### config.mk
export PLATFORM = sky130hd
export DESIGN_NAME = sram_uart_tx_interface
export DESIGN_NICKNAME = d
export VERILOG_FILES = /design/src/rtl/sram_uart_tx_interface.sv
export SDC_FILE = /design/constraint.sdc
export NUM_CORES = 1
export LEC_CHECK = 0
export ABC_AREA = 1
export CELL_PAD_IN_SITES_DETAIL_PLACEMENT = 1
export CELL_PAD_IN_SITES_GLOBAL_PLACEMENT = 1
export CORE_MARGIN = 8
export CORE_UTILIZATION = 41
export DETAILED_ROUTE_END_ITERATION = 8
export GPL_ROUTABILITY_DRIVEN = 0
export GPL_TIMING_DRIVEN = 0
export MAX_ROUTING_LAYER = met4
export PLACE_DENSITY = 0.9
export SLEW_MARGIN = 20
export SYNTH_ARGS = -nofsm -noshare
export SYNTH_HDL_FRONTEND = slang
export SYNTH_SLANG_ARGS = --single-unit
### constraint.sdc
create_clock -name Clock -period 2.45 [get_ports Clock]
set_input_delay 0.245 -clock Clock [delete_from_list [all_inputs] [get_ports Clock]]
set_output_delay 0.245 -clock Clock [all_outputs]
set_load 0.05 [all_outputs]
### src/rtl/sram_uart_tx_interface.sv
`default_nettype none
// ============================================================================
// Module   : sram_uart_tx_interface
// Purpose  : Reads a block of 16-bit words from external SRAM and sends them
//            on the UART TX line (8N1, LSB first), high byte then low byte.
//            Words stream back-to-back with no idle bits between frames.
//            The next word is prefetched into a second buffer while the
//            current low byte is being shifted out.
// Ports    : Clock          - system clock
//            Resetn         - asynchronous active-low reset
//            Start          - one-cycle request, sampled only when idle
//            Start_address  - first SRAM word address (sampled with Start)
//            Word_count     - number of words to send (0 is legal)
//            SRAM_address   - SRAM read address
//            SRAM_read_data - SRAM read data, READ_LATENCY cycles after address
//            SRAM_we_n      - SRAM write enable, tied inactive (read only)
//            UART_TX_O      - registered serial output, idle high
//            Busy           - transfer in progress (excludes the Done cycle)
//            Done           - one-cycle completion pulse
// Revision : 1.0 - initial release
// ============================================================================
module sram_uart_tx_interface #(
  parameter int CLK_PER_BIT  = 434,
  parameter int READ_LATENCY = 2
) (
  input  logic        Clock,
  input  logic        Resetn,
  input  logic        Start,
  input  logic [17:0] Start_address,
  input  logic [17:0] Word_count,
  output logic [17:0] SRAM_address,
  input  logic [15:0] SRAM_read_data,
  output logic        SRAM_we_n,
  output logic        UART_TX_O,
  output logic        Busy,
  output logic        Done
);

  localparam int            BW            = (CLK_PER_BIT > 1) ? $clog2(CLK_PER_BIT) : 1;
  localparam int            LW            = (READ_LATENCY > 0) ? $clog2(READ_LATENCY + 1) : 1;
  localparam logic [BW-1:0] BIT_LAST      = BW'(CLK_PER_BIT - 1);
  localparam logic [LW-1:0] LAT_LAST      = LW'(READ_LATENCY);
  localparam logic [3:0]    IDX_LAST_DATA = 4'd8;
  localparam logic [3:0]    IDX_STOP      = 4'd9;

  typedef enum logic [2:0] {
    S_IDLE  = 3'd0,
    S_FETCH = 3'd1,
    S_TX_HI = 3'd2,
    S_TX_LO = 3'd3,
    S_DONE  = 3'd4
  } state_t;

  state_t         state;
  state_t         next_state;

  logic [17:0]    addr;
  logic [17:0]    remaining;
  logic [15:0]    word_buf;
  logic [15:0]    next_buf;
  logic [LW-1:0]  lat_cnt;
  logic           pf_active;
  logic [BW-1:0]  bit_cnt;
  logic [3:0]     bit_idx;      // 0 = start bit, 1..8 = data, 9 = stop bit
  logic           tx;

  logic           lat_done;
  logic           tx_state;
  logic           frame_end;
  logic           lo_entry;
  logic           more_words;
  logic [7:0]     cur_byte;

  assign lat_done  = (lat_cnt == LAT_LAST);
  assign tx_state  = (state == S_TX_HI) || (state == S_TX_LO);
  assign frame_end = tx_state && (bit_cnt == BIT_LAST) && (bit_idx == IDX_STOP);
  assign lo_entry  = (state == S_TX_HI) && frame_end;
  // Evaluated at lo_entry, before the decrement: another word follows this one.
  assign more_words = (remaining != 18'd1);
  assign cur_byte   = (state == S_TX_HI) ? word_buf[15:8] : word_buf[7:0];

  // --------------------------------------------------------------------------
  // State machine
  // --------------------------------------------------------------------------
  always_ff @(posedge Clock or negedge Resetn) begin
    if (!Resetn) begin
      state <= S_IDLE;
    end else begin
      state <= next_state;
    end
  end

  always_comb begin
    next_state = state;
    Busy       = 1'b0;
    Done       = 1'b0;
    case (state)
      S_IDLE: begin
        if (Start) begin
          next_state = (Word_count == 18'd0) ? S_DONE : S_FETCH;
        end
      end
      S_FETCH: begin
        Busy = 1'b1;
        if (lat_done) begin
          next_state = S_TX_HI;
        end
      end
      S_TX_HI: begin
        Busy = 1'b1;
        if (frame_end) begin
          next_state = S_TX_LO;
        end
      end
      S_TX_LO: begin
        Busy = 1'b1;
        if (frame_end) begin
          // remaining was already decremented when this low byte began
          next_state = (remaining != 18'd0) ? S_TX_HI : S_DONE;
        end
      end
      S_DONE: begin
        Done       = 1'b1;
        next_state = S_IDLE;
      end
      default: begin
        next_state = S_IDLE;
      end
    endcase
  end

  // --------------------------------------------------------------------------
  // Address and word counter
  // --------------------------------------------------------------------------
  always_ff @(posedge Clock or negedge Resetn) begin
    if (!Resetn) begin
      addr      <= '0;
      remaining <= '0;
    end else if ((state == S_IDLE) && Start) begin
      addr      <= Start_address;
      remaining <= Word_count;
    end else if (lo_entry) begin
      remaining <= remaining - 18'd1;
      if (more_words) begin
        addr <= addr + 18'd1;   // natural 18-bit wrap
      end
    end
  end

  // --------------------------------------------------------------------------
  // Read latency counter, word buffer and prefetch buffer.
  // The initial fetch and the prefetch never overlap, so they share lat_cnt.
  // --------------------------------------------------------------------------
  always_ff @(posedge Clock or negedge Resetn) begin
    if (!Resetn) begin
      lat_cnt   <= '0;
      pf_active <= 1'b0;
      word_buf  <= '0;
      next_buf  <= '0;
    end else begin
      if ((state == S_IDLE) && Start) begin
        lat_cnt   <= '0;
        pf_active <= 1'b0;
      end else if (state == S_FETCH) begin
        if (lat_done) begin
          word_buf <= SRAM_read_data;
        end else begin
          lat_cnt <= lat_cnt + LW'(1);
        end
      end else if (lo_entry && more_words) begin
        lat_cnt   <= '0;
        pf_active <= 1'b1;
      end else if (pf_active) begin
        if (lat_done) begin
          next_buf  <= SRAM_read_data;
          pf_active <= 1'b0;
        end else begin
          lat_cnt <= lat_cnt + LW'(1);
        end
      end

      if ((state == S_TX_LO) && frame_end && (remaining != 18'd0)) begin
        word_buf <= next_buf;
      end
    end
  end

  // --------------------------------------------------------------------------
  // Bit timer and serial output register. The register is loaded with the
  // level of the upcoming bit at each bit boundary, so the pin never glitches.
  // --------------------------------------------------------------------------
  always_ff @(posedge Clock or negedge Resetn) begin
    if (!Resetn) begin
      tx      <= 1'b1;
      bit_cnt <= '0;
      bit_idx <= '0;
    end else if ((state == S_FETCH) && lat_done) begin
      tx      <= 1'b0;
      bit_cnt <= '0;
      bit_idx <= '0;
    end else if (tx_state) begin
      if (bit_cnt != BIT_LAST) begin
        bit_cnt <= bit_cnt + BW'(1);
      end else begin
        bit_cnt <= '0;
        if (bit_idx == IDX_STOP) begin
          // back-to-back frames start immediately; otherwise return to idle
          bit_idx <= '0;
          tx      <= (next_state == S_DONE);
        end else begin
          bit_idx <= bit_idx + 4'd1;
          tx      <= (bit_idx == IDX_LAST_DATA) ? 1'b1 : cur_byte[bit_idx[2:0]];
        end
      end
    end else begin
      tx <= 1'b1;
    end
  end

  assign SRAM_address = addr;
  assign SRAM_we_n    = 1'b1;
  assign UART_TX_O    = tx;

endmodule
`default_nettype wire

Yosys cells after proc, flatten, opt, wreduce, memory -nomap -nowiden
Cells that the tools add are included.
{"block": "op_classes", "n_addsub": 5, "order_cmp": 1, "n_eq_ne": 15, "mux": 43, "n_bitwise": 3, "reduce_logical": 23}
{"cell": "$mux W18", "n": 5}
{"cell": "$mux W16", "n": 4}
{"cell": "$mux W9", "n": 3}
{"cell": "$add A18 B1 Y18 const B", "n": 1}
{"cell": "$logic_not A18 Y1", "n": 1}
{"cell": "$mux W3", "n": 6}
{"cell": "$ne A18 B1 Y1 const B", "n": 1}
{"cell": "$reduce_bool A18 Y1", "n": 1}
{"cell": "$sub A18 B1 Y18 const B", "n": 1}
{"cell": "$mux W4", "n": 4}
{"cell": "$mux W1", "n": 13}
{"cell": "$pmux W3 S4", "n": 1}
{"cell": "$mux W2", "n": 5}
{"cell": "$reduce_bool A2 Y1", "n": 5}
{"cell": "$add A9 B1 Y9 const B", "n": 1}
{"cell": "$eq A9 B9 Y1 const B", "n": 1}
{"cell": "$ne A9 B9 Y1 const B", "n": 1}
{"cell": "$eq A4 B4 Y1 const B", "n": 2}
{"cell": "$logic_and A1 B1 Y1", "n": 8}
{"cell": "$mux W8", "n": 1}
{"cell": "$eq A3 B2 Y1 const B", "n": 2}
{"cell": "$eq A3 B3 Y1 const B", "n": 2}
{"cell": "$reduce_and A5 Y1", "n": 1}
{"cell": "$add A4 B1 Y4 const B", "n": 1}
{"cell": "other kinds (15)", "n": 19}
{"block": "word_totals", "regBits": 88, "inputBits": 55, "output_inout_bits": 22, "wordCells": 100}

Logic depth before layout (Yosys ltp)
Gate-level depths: netlist of run 1.
{"block": "logic_depth", "ltp_word": 11, "ltp_mapped": 13, "mapped_depth_nobuf": 12}

Worst setup path before layout of run 1
No wires, ideal clock.
{"block": "synth_path", "path_type": "reg2reg", "start": "register addr[0], in the netlist SRAM_address[0]", "end": "register addr[8], in the netlist SRAM_address[8]", "arrival_time_ns": 1.818, "required_ns": 2.322, "setup_slack_ns": 0.504, "path_stages_with_launch": 10, "period_less_slack_ns": 1.946, "path_cell_list": "dfrtp_1 ha_1 nand2_1 nor2_1 nand2_1 nor3_4 xor2_1 nand2_1 nand3_1 o21ai_0"}
{"block": "synth_via", "elab_chain_cells": 4}
{"element": "start: declaration", "line": "57", "text": "logic [17:0] addr;"}
{"element": "start signal: assignment", "line": "140", "text": "addr <= Start_address;"}
{"element": "start signal: assignment", "line": "145", "text": "addr <= addr + 18'd1;"}
{"element": "$add A18 B1 Y18", "line": "145"}
{"element": "$mux W18", "line": "144", "text": "if (more_words) begin"}
{"element": "$mux W18", "line": "142", "text": "end else if (lo_entry) begin"}
{"element": "$mux W18", "line": "139", "text": "end else if ((state == S_IDLE) && Start) begin"}
Every way passes these cells. The select of a mux whose other input is x is not followed.
A chain may end at the register's enable or synchronous reset.

Final worst setup path of run 1
{"block": "layout_path", "start": "register state[0]", "end": "output Done"}
{"block": "layout_via", "elab_chain_cells": 2}
{"element": "start: declaration", "line": "54", "text": "state_t state;"}
{"element": "start signal: assignment", "line": "89", "text": "state <= next_state;"}
{"element": "$eq A3 B3 Y1", "line": "97", "text": "case (state)"}
{"element": "$mux W1", "line": "97"}
{"element": "end: declaration", "line": "36", "text": "output logic Done"}
Every way passes these cells.

==> results of run 1 <==
-- logic make-up (layout without fill, tap and decap cells) --
| logic type | after synthesis | after routing | share of synthesized area [%] |
|---|---|---|---|
| compound gates | 103 | 103 | 12.72 |
| fa+ha+maj | 7 | 7 | 1.630 |
| flops | 88 | 88 | 41.01 |
| buf+inv | 109 | 202 | 9.245 |
| other cells | 1 | 1 | 0.06980 |
| simple gates | 370 | 370 | 32.39 |
| xor+xnor | 18 | 18 | 2.934 |
-- per-stage QoR --
step                      cells  area [µm²]  hold WS [ps]
after floorplan             696        5373        -50.59
after global placement      947        6344         460.9
after detailed placement    948        6372         171.8
after CTS                   965        6698         381.0
after global routing        965        6698         391.8
final                       965        6698         369.3
-- worst min-delay path by stage --
| stage | cells past startpoint | endpoint |
|---|---|---|
| detailed placement | 1 | bit_cnt[4]$_DFFE_PN0P_ |
| finish | 2 | bit_cnt[3]$_DFFE_PN0P_ |
| global placement | 2 | UART_TX_O$_DFFE_PN1P_ |
| floorplan | 0 | SRAM_address[0]$_DFFE_PN0P_ |
| CTS | 2 | bit_cnt[3]$_DFFE_PN0P_ |
| global route | 2 | bit_cnt[3]$_DFFE_PN0P_ |
-- area by class of cell --
class	count	area, µm²
sequential	88	2203
timing repair buffer	77	789.5
buffer	23	168.9
clock buffer	13	250.2
clock inverter	3	65.06
fill	1650	6335
inverter	86	327.8
multi-input combinational	499	2673
tap	176	220.2
-- per-layer routing --
metal | wire length [µm] | share of wire (%) | track usage (%)
met4 | 314 | 1.8 | 7.900
met5 | 0 | 0 | -
met3 | 662 | 3.9 | 4.789
met2 | 9034 | 53 | 38.60
met1 | 7177 | 42 | 23.62
-- cell usage after synthesis (2+ instances only) --
library cell	instances	area (µm²)
o21bai_1	2	15.01
o21ai_1	10	50.05
o21ai_0	26	130.1
buf_1	2	7.510
nor2_1	68	255.2
o211ai_1	27	202.7
nor4_1	3	18.77
nand2_4	5	56.30
ha_1	7	87.58
inv_2	4	15.01
nor2_4	3	33.78
o221ai_1	3	26.28
xnor2_1	2	17.52
or2_2	5	31.28
nand4_1	13	81.33
a21oi_1	15	75.07
nor2_2	6	37.54
nand3_2	5	50.05
buf_6	9	101.4
inv_1	79	296.5
buf_4	2	15.01
o211ai_2	2	25.02
xor2_1	16	140.1
clkbuf_1	4	15.01
dfrtp_1	87	2177
nand3_1	76	380.4
nand2_2	6	37.54
nor3_1	16	80.08
a21oi_2	9	78.83
a22oi_1	2	15.01
nand2_1	157	589.3
buf_2	6	30.03
clkinv_1	2	7.510
-- worst reg2reg max path, cell delays in order (launching register included) --
cell and delay, ps:
dfrtp_1 450, inv_1 170, ha_1 230, nand3_2 160, nor2_4 220, nand3b_4 210
a21oi_4 330, buf_6 200, nand2_1 70, o211ai_1 80
-- power by group through the flow --
stage,combinational [mW],sequential [mW],clock (mW)
after CTS,3.67,2.64,1.54
after global placement,3.42,2.60,0
after floorplan,2.15,2.91,0
final,3.64,2.65,1.52
after detailed placement,3.61,2.65,0
after global routing,4.02,2.72,1.59
-- state kept, by name, indices dropped and copies added (netlist names) --
name / flops
pf_active: 1
bit_idx: 4
remaining: 18
next_buf: 16
UART_TX_O: 1
bit_cnt: 9
state: 3
word_buf: 16
lat_cnt: 2
SRAM_address: 18
==> impl_metrics.json, run 1 <==
{
  "syn_area_per_cell_um2": 7.719,
  "finalHoldViolations": 0,
  "tritoncts.num_buffers": 9,
  "report.final.setup_viol": 0,
  "clkLatencyLatePin_ps": 360,
  "relSlewSlack_pct": 53.82,
  "critical_path.cell_chain": "buf_6 -> nor3_1 -> clkdlybuf4s50_1",
  "finalWorstPathRequiredPeriod_ps": 2237,
  "cts-root-to-sink-buffers": 2,
  "rsz0062_at_grt": "false",
  "ir_worst_vdd_mv": 0.6171,
  "r2r_start": "remaining[0]$_DFFE_PN0P_",
  "final_net_count": 846,
  "number_of_global_route_vias_before_repair": 5745,
  "cts-htree-levels": 3,
  "power_leakage_nw": 3.066,
  "synth_async_sr_flop_share_pct": 100.0,
  "routed_wl_um": 17190,
  "floorplan.die.height_um": 130.5,
  "fp.coreArea_um2": 13030,
  "rr_endpoint": "word_buf[11]$_DFFE_PN0P_",
  "layout_cells_sized_above_1_pct": 10.77,
  "synth_warnings": 0,
  "regToRegSetupSlack_ps": 250,
  "power_per_cell_area_nw_per_um2": 1165,
  "run_status": "finished clean",
  "grt_overflow_total": 0,
  "diode_insertion_count_for_antenna_repair": 0,
  "worstRegToRegCells": 9,
  "design.die.area_um2": 17020,
  "critPathBufInv": 2,
  "clk_slew_on_worst_s_h_paths_ps": 60,
  "cts_hold_repair.buffers": 1,
  "timing.setup.critical_path_class": "reg -> out",
  "skew_ps": 6.980,
  "mappedNetlistArea_um2": 5373,
  "synth_enable_flop_cells": 0,
  "vias_per_cell": 5.274,
  "fin_crit_sh_pct": 91.32,
  "cp_slowest_stage_delay_ps": 860,
  "syn-num-nets": 758,
  "avgRoutedWirePerCell_um": 17.81,
  "p_sw_mw": 3.508,
  "timing.setup.tns_ps": 0,
  "grt_pass1_wl_um": 28210,
  "gr-usage-all-layers_pct": 21.79,
  "fin_ws_ps": 212.6,
  "postSynthCellCount": 696,
  "num_rows": 42,
  "grt_antenna_before_repair": 0,
  "via_count": 5089,
  "dp_hpwl_um": 12760,
  "worstSetupEndpointType": "primary output",
  "highest_count_cells_in_the_layout_ignoring_fill_and_taps": "nand2_1 (157), dfrtp_1 (87), inv_1 (79)",
  "timing.critical_path.to": "Done",
  "worst_path_dominant_cell_family": "buffers and inverters",
  "sw_frac_of_total_pct": 44.96,
  "synth.yosys.seq_area_share_pct": 41.01,
  "hp-class": "in -> async",
  "tritoncts_clock_tree": "yes",
  "power.share.sequential_pct": 33.9,
  "critPathLaunch": "state[0]$_DFF_PN0_",
  "worstSetupPathDepth": 3,
  "max-cap-violations": 0,
  "post_cts.repair.setup_buffers": 0,
  "chipWidth_um": 130.5,
  "synthFlopType": "dfrtp_1",
  "antenna_left": 0,
  "cts_root_buf": "clkbuf_16",
  "cp-start-kind": "flip-flop",
  "grt_start_max_net_pins": 54,
  "port_buffers": 75,
  "fmaxAchievable_ghz": 0.4469,
  "detailedRoute.firstIterationViolations": 258,
  "critical_path_arrival_ps": 1990,
  "route.detailed.drc": 0,
  "critical_path.max_fanout": 9,
  "floorplan.initialDensity_pct": 41.23,
  "crit_required_ps": 2200,
  "power.share.combinational_pct": 46.6,
  "total_power_mw": 7.803,
  "drt-pass1-iter-count": 4,
  "synthToLayoutAreaGrowth_pct": 24.66,
  "layout_commonest_cell": "nand2_1",
  "cp_slowest_cell": "clkdlybuf4s50_1",
  "power_report.internal_total_mw": 4.294,
  "postSynthRegisterBits": 88,
  "cts_repair_resize_count": 0,
  "cts.sinks": 88,
  "final_util_pct": 51.39,
  "synth_cell_types": 50,
  "ios": 77,
  "detailedPlace.worstSlack_ps": 234.1,
  "worstMarginPinSlew_ps": 692.8,
  "final-max-slew-violation-count": 0,
  "pwr-share-clk_pct": 19.4
}
Note: power is estimated with default switching activity, not from simulation.
==> inputs of run 2 (changes only) <==
Settings changed: CORE_UTILIZATION 41 to 44, PLACE_DENSITY 0.9 to 0.95, SKIP_LAST_GASP set to 1.
Clock period 2.45 ns to 2.85 ns, I/O delays scaled along.
==> run 2 against run 1 <==
  * Via count increased by 3.4%
  * Utilization rose by 4.2 points
  * Clock skew rose by 6.1 ps
  * Routed wire length up 3.5%
  * Critical path depth stayed put
  * Sequential share of layout area is 0.24 points higher
  * Cell count down 3.0%
  * Sequential power down 14%
==> impl_metrics.json, run 2 (same netlist as run 1, synthesis figures left out) <==
{
  "layout_commonest_cell": "nand2_1",
  "via_count": 5264,
  "cts_root_buf": "clkbuf_16",
  "cts_repair_resize_count": 0,
  "dp_hpwl_um": 12950,
  "fin_crit_sh_pct": 80.13,
  "design.die.area_um2": 16000,
  "detailedRoute.firstIterationViolations": 337,
  "cp_slowest_cell": "clkdlybuf4s50_1",
  "regToRegSetupSlack_ps": 640,
  "floorplan.die.height_um": 126.5,
  "finalWorstPathRequiredPeriod_ps": 2284,
  "report.final.setup_viol": 0,
  "worstRegToRegCells": 9,
  "ios": 77,
  "layout_cells_sized_above_1_pct": 11.15,
  "chipWidth_um": 126.5,
  "max-cap-violations": 0,
  "rr_endpoint": "word_buf[15]$_DFFE_PN0P_",
  "hp-class": "in -> async",
  "fillCellCount": 1481,
  "gr-usage-all-layers_pct": 24.00,
  "routed_wl_um": 17800,
  "skew_ps": 13.13,
  "cp_slowest_stage_delay_ps": 850,
  "antenna_left": 0,
  "port_buffers": 75,
  "vias_per_cell": 5.624,
  "grt_overflow_total": 0,
  "clkLatencyLatePin_ps": 370,
  "area_of_the_multi_input_gates_um2": 2673,
  "diode_insertion_count_for_antenna_repair": 0,
  "critical_path_arrival_ps": 2000,
  "fin_ws_ps": 566.4,
  "drt-pass1-iter-count": 4,
  "worstMarginPinSlew_ps": 677.9,
  "crit_required_ps": 2570,
  "ff_latch_area_um2": 2203,
  "placed_cells": 919,
  "timing.setup.tns_ps": 0,
  "clk_slew_on_worst_s_h_paths_ps": 70,
  "rsz0062_at_grt": "false",
  "grt_start_max_net_pins": 54,
  "fp.coreArea_um2": 11960,
  "grt_pass1_wl_um": 30150,
  "floorplan.initialDensity_pct": 44.92,
  "critical_path.cell_chain": "buf_6 -> nor3_1 -> clkdlybuf4s50_1",
  "finalHoldViolations": 0,
  "cp-start-kind": "flip-flop",
  "avgRoutedWirePerCell_um": 19.01,
  "critical_path.max_fanout": 9,
  "total_power_mw": 6.703,
  "grt_antenna_before_repair": 0,
  "number_of_global_route_vias_before_repair": 5883,
  "finish.cell_count_without_fillers": 936,
  "r2r_start": "remaining[0]$_DFFE_PN0P_",
  "cts-root-to-sink-buffers": 2,
  "run_status": "finished clean",
  "timing.setup.critical_path_class": "reg -> out",
  "final_net_count": 846,
  "tritoncts.num_buffers": 9,
  "ir_worst_vdd_mv": 0.5182,
  "relSlewSlack_pct": 54.80,
  "detailedPlace.worstSlack_ps": 655.9,
  "power_leakage_nw": 3.063,
  "route.detailed.drc": 0,
  "cts-htree-levels": 3,
  "tritoncts_clock_tree": "yes",
  "fmaxAchievable_ghz": 0.4379,
  "num_rows": 40,
  "final-max-slew-violation-count": 0,
  "synthToLayoutAreaGrowth_pct": 23.78,
  "cts.sinks": 88,
  "highest_count_cells_in_the_layout_ignoring_fill_and_taps": "nand2_1 (157), dfrtp_1 (87), inv_1 (79)",
  "power_per_cell_area_nw_per_um2": 1008,
  "fin_hold_ws_ps": 392.3,
  "worstSetupEndpointType": "primary output"
}
==> run 2: cell count changes in the layout (fill, tap and decap cells not counted) <==
| cell | delta |
|---|---|
| clkbuf_8 | -1 |
| bufinv_16 | -1 |
| inv_6 | +2 |
| clkbuf_1 | -3 |
| clkinv_4 | +3 |
==> run 2: final cells by class <==
type / instances / area share, %
multi-input combinational: 499 / 40.19
clock buffer: 9 / 3.387
buffer: 23 / 2.540
timing repair buffer: 77 / 11.87
inverter: 86 / 4.929
sequential: 88 / 33.13
tap: 147 / 2.766
clock inverter: 7 / 1.185
==> run 2: worst max path at each step <==
stage | slack (ps) | depth (start not counted) | from | to
final | 570 | 3 | state[0]$_DFF_PN0_ | Done
after global placement | -1860 | 1 | Resetn | SRAM_address[10]$_DFFE_PN0P_
after floorplan | 900 | 9 | SRAM_address[0]$_DFFE_PN0P_ | SRAM_address[8]$_DFFE_PN0P_
after CTS | 520 | 3 | state[0]$_DFF_PN0_ | Done
after global routing | 490 | 9 | remaining[0]$_DFFE_PN0P_ | word_buf[15]$_DFFE_PN0P_
after detailed placement | 660 | 9 | remaining[0]$_DFFE_PN0P_ | word_buf[8]$_DFFE_PN0P_
==> run 2: repair_timing <==
item / 4_1_cts / 5_1_grt
endpoints found under the hold margin: 34 / 0
setup buffers: 0 / 0
endpoints found under the setup margin: 0 / 0
hold buffers: 1 / 0
==> run 2: report_power, final <==
| part | internal [mW] | switching, mW | leakage (nW) |
|---|---|---|---|
| clock | 0.689 | 0.568 | 0.150 |
| sequential | 1.77 | 0.501 | 1.07 |
| combinational | 1.13 | 2.05 | 1.84 |
==> run 2: metrics by stage <==
step / area, µm² / util [%]
after floorplan: 5373 / -
after global placement: 6307 / 52.73
after detailed placement: 6336 / 52.97
after CTS: 6650 / 55.60
after global routing: 6650 / 55.60
final: 6650 / 55.60
==> run 2: critical path, delay by kind of cell, from the launching register on <==
family,cells,cell delay (ps)
buf+inv,2,1000
flops,1,370
simple gates,1,260
==> run 2: per-layer routing <==
| metal | global-route usage [%] | wire length (µm) |
|---|---|---|
| met1 | 27.09 | 7390 |
| met2 | 41.04 | 9192 |
| met3 | 3.770 | 700 |
| met4 | 11.32 | 514 |
| met5 | - | 0 |
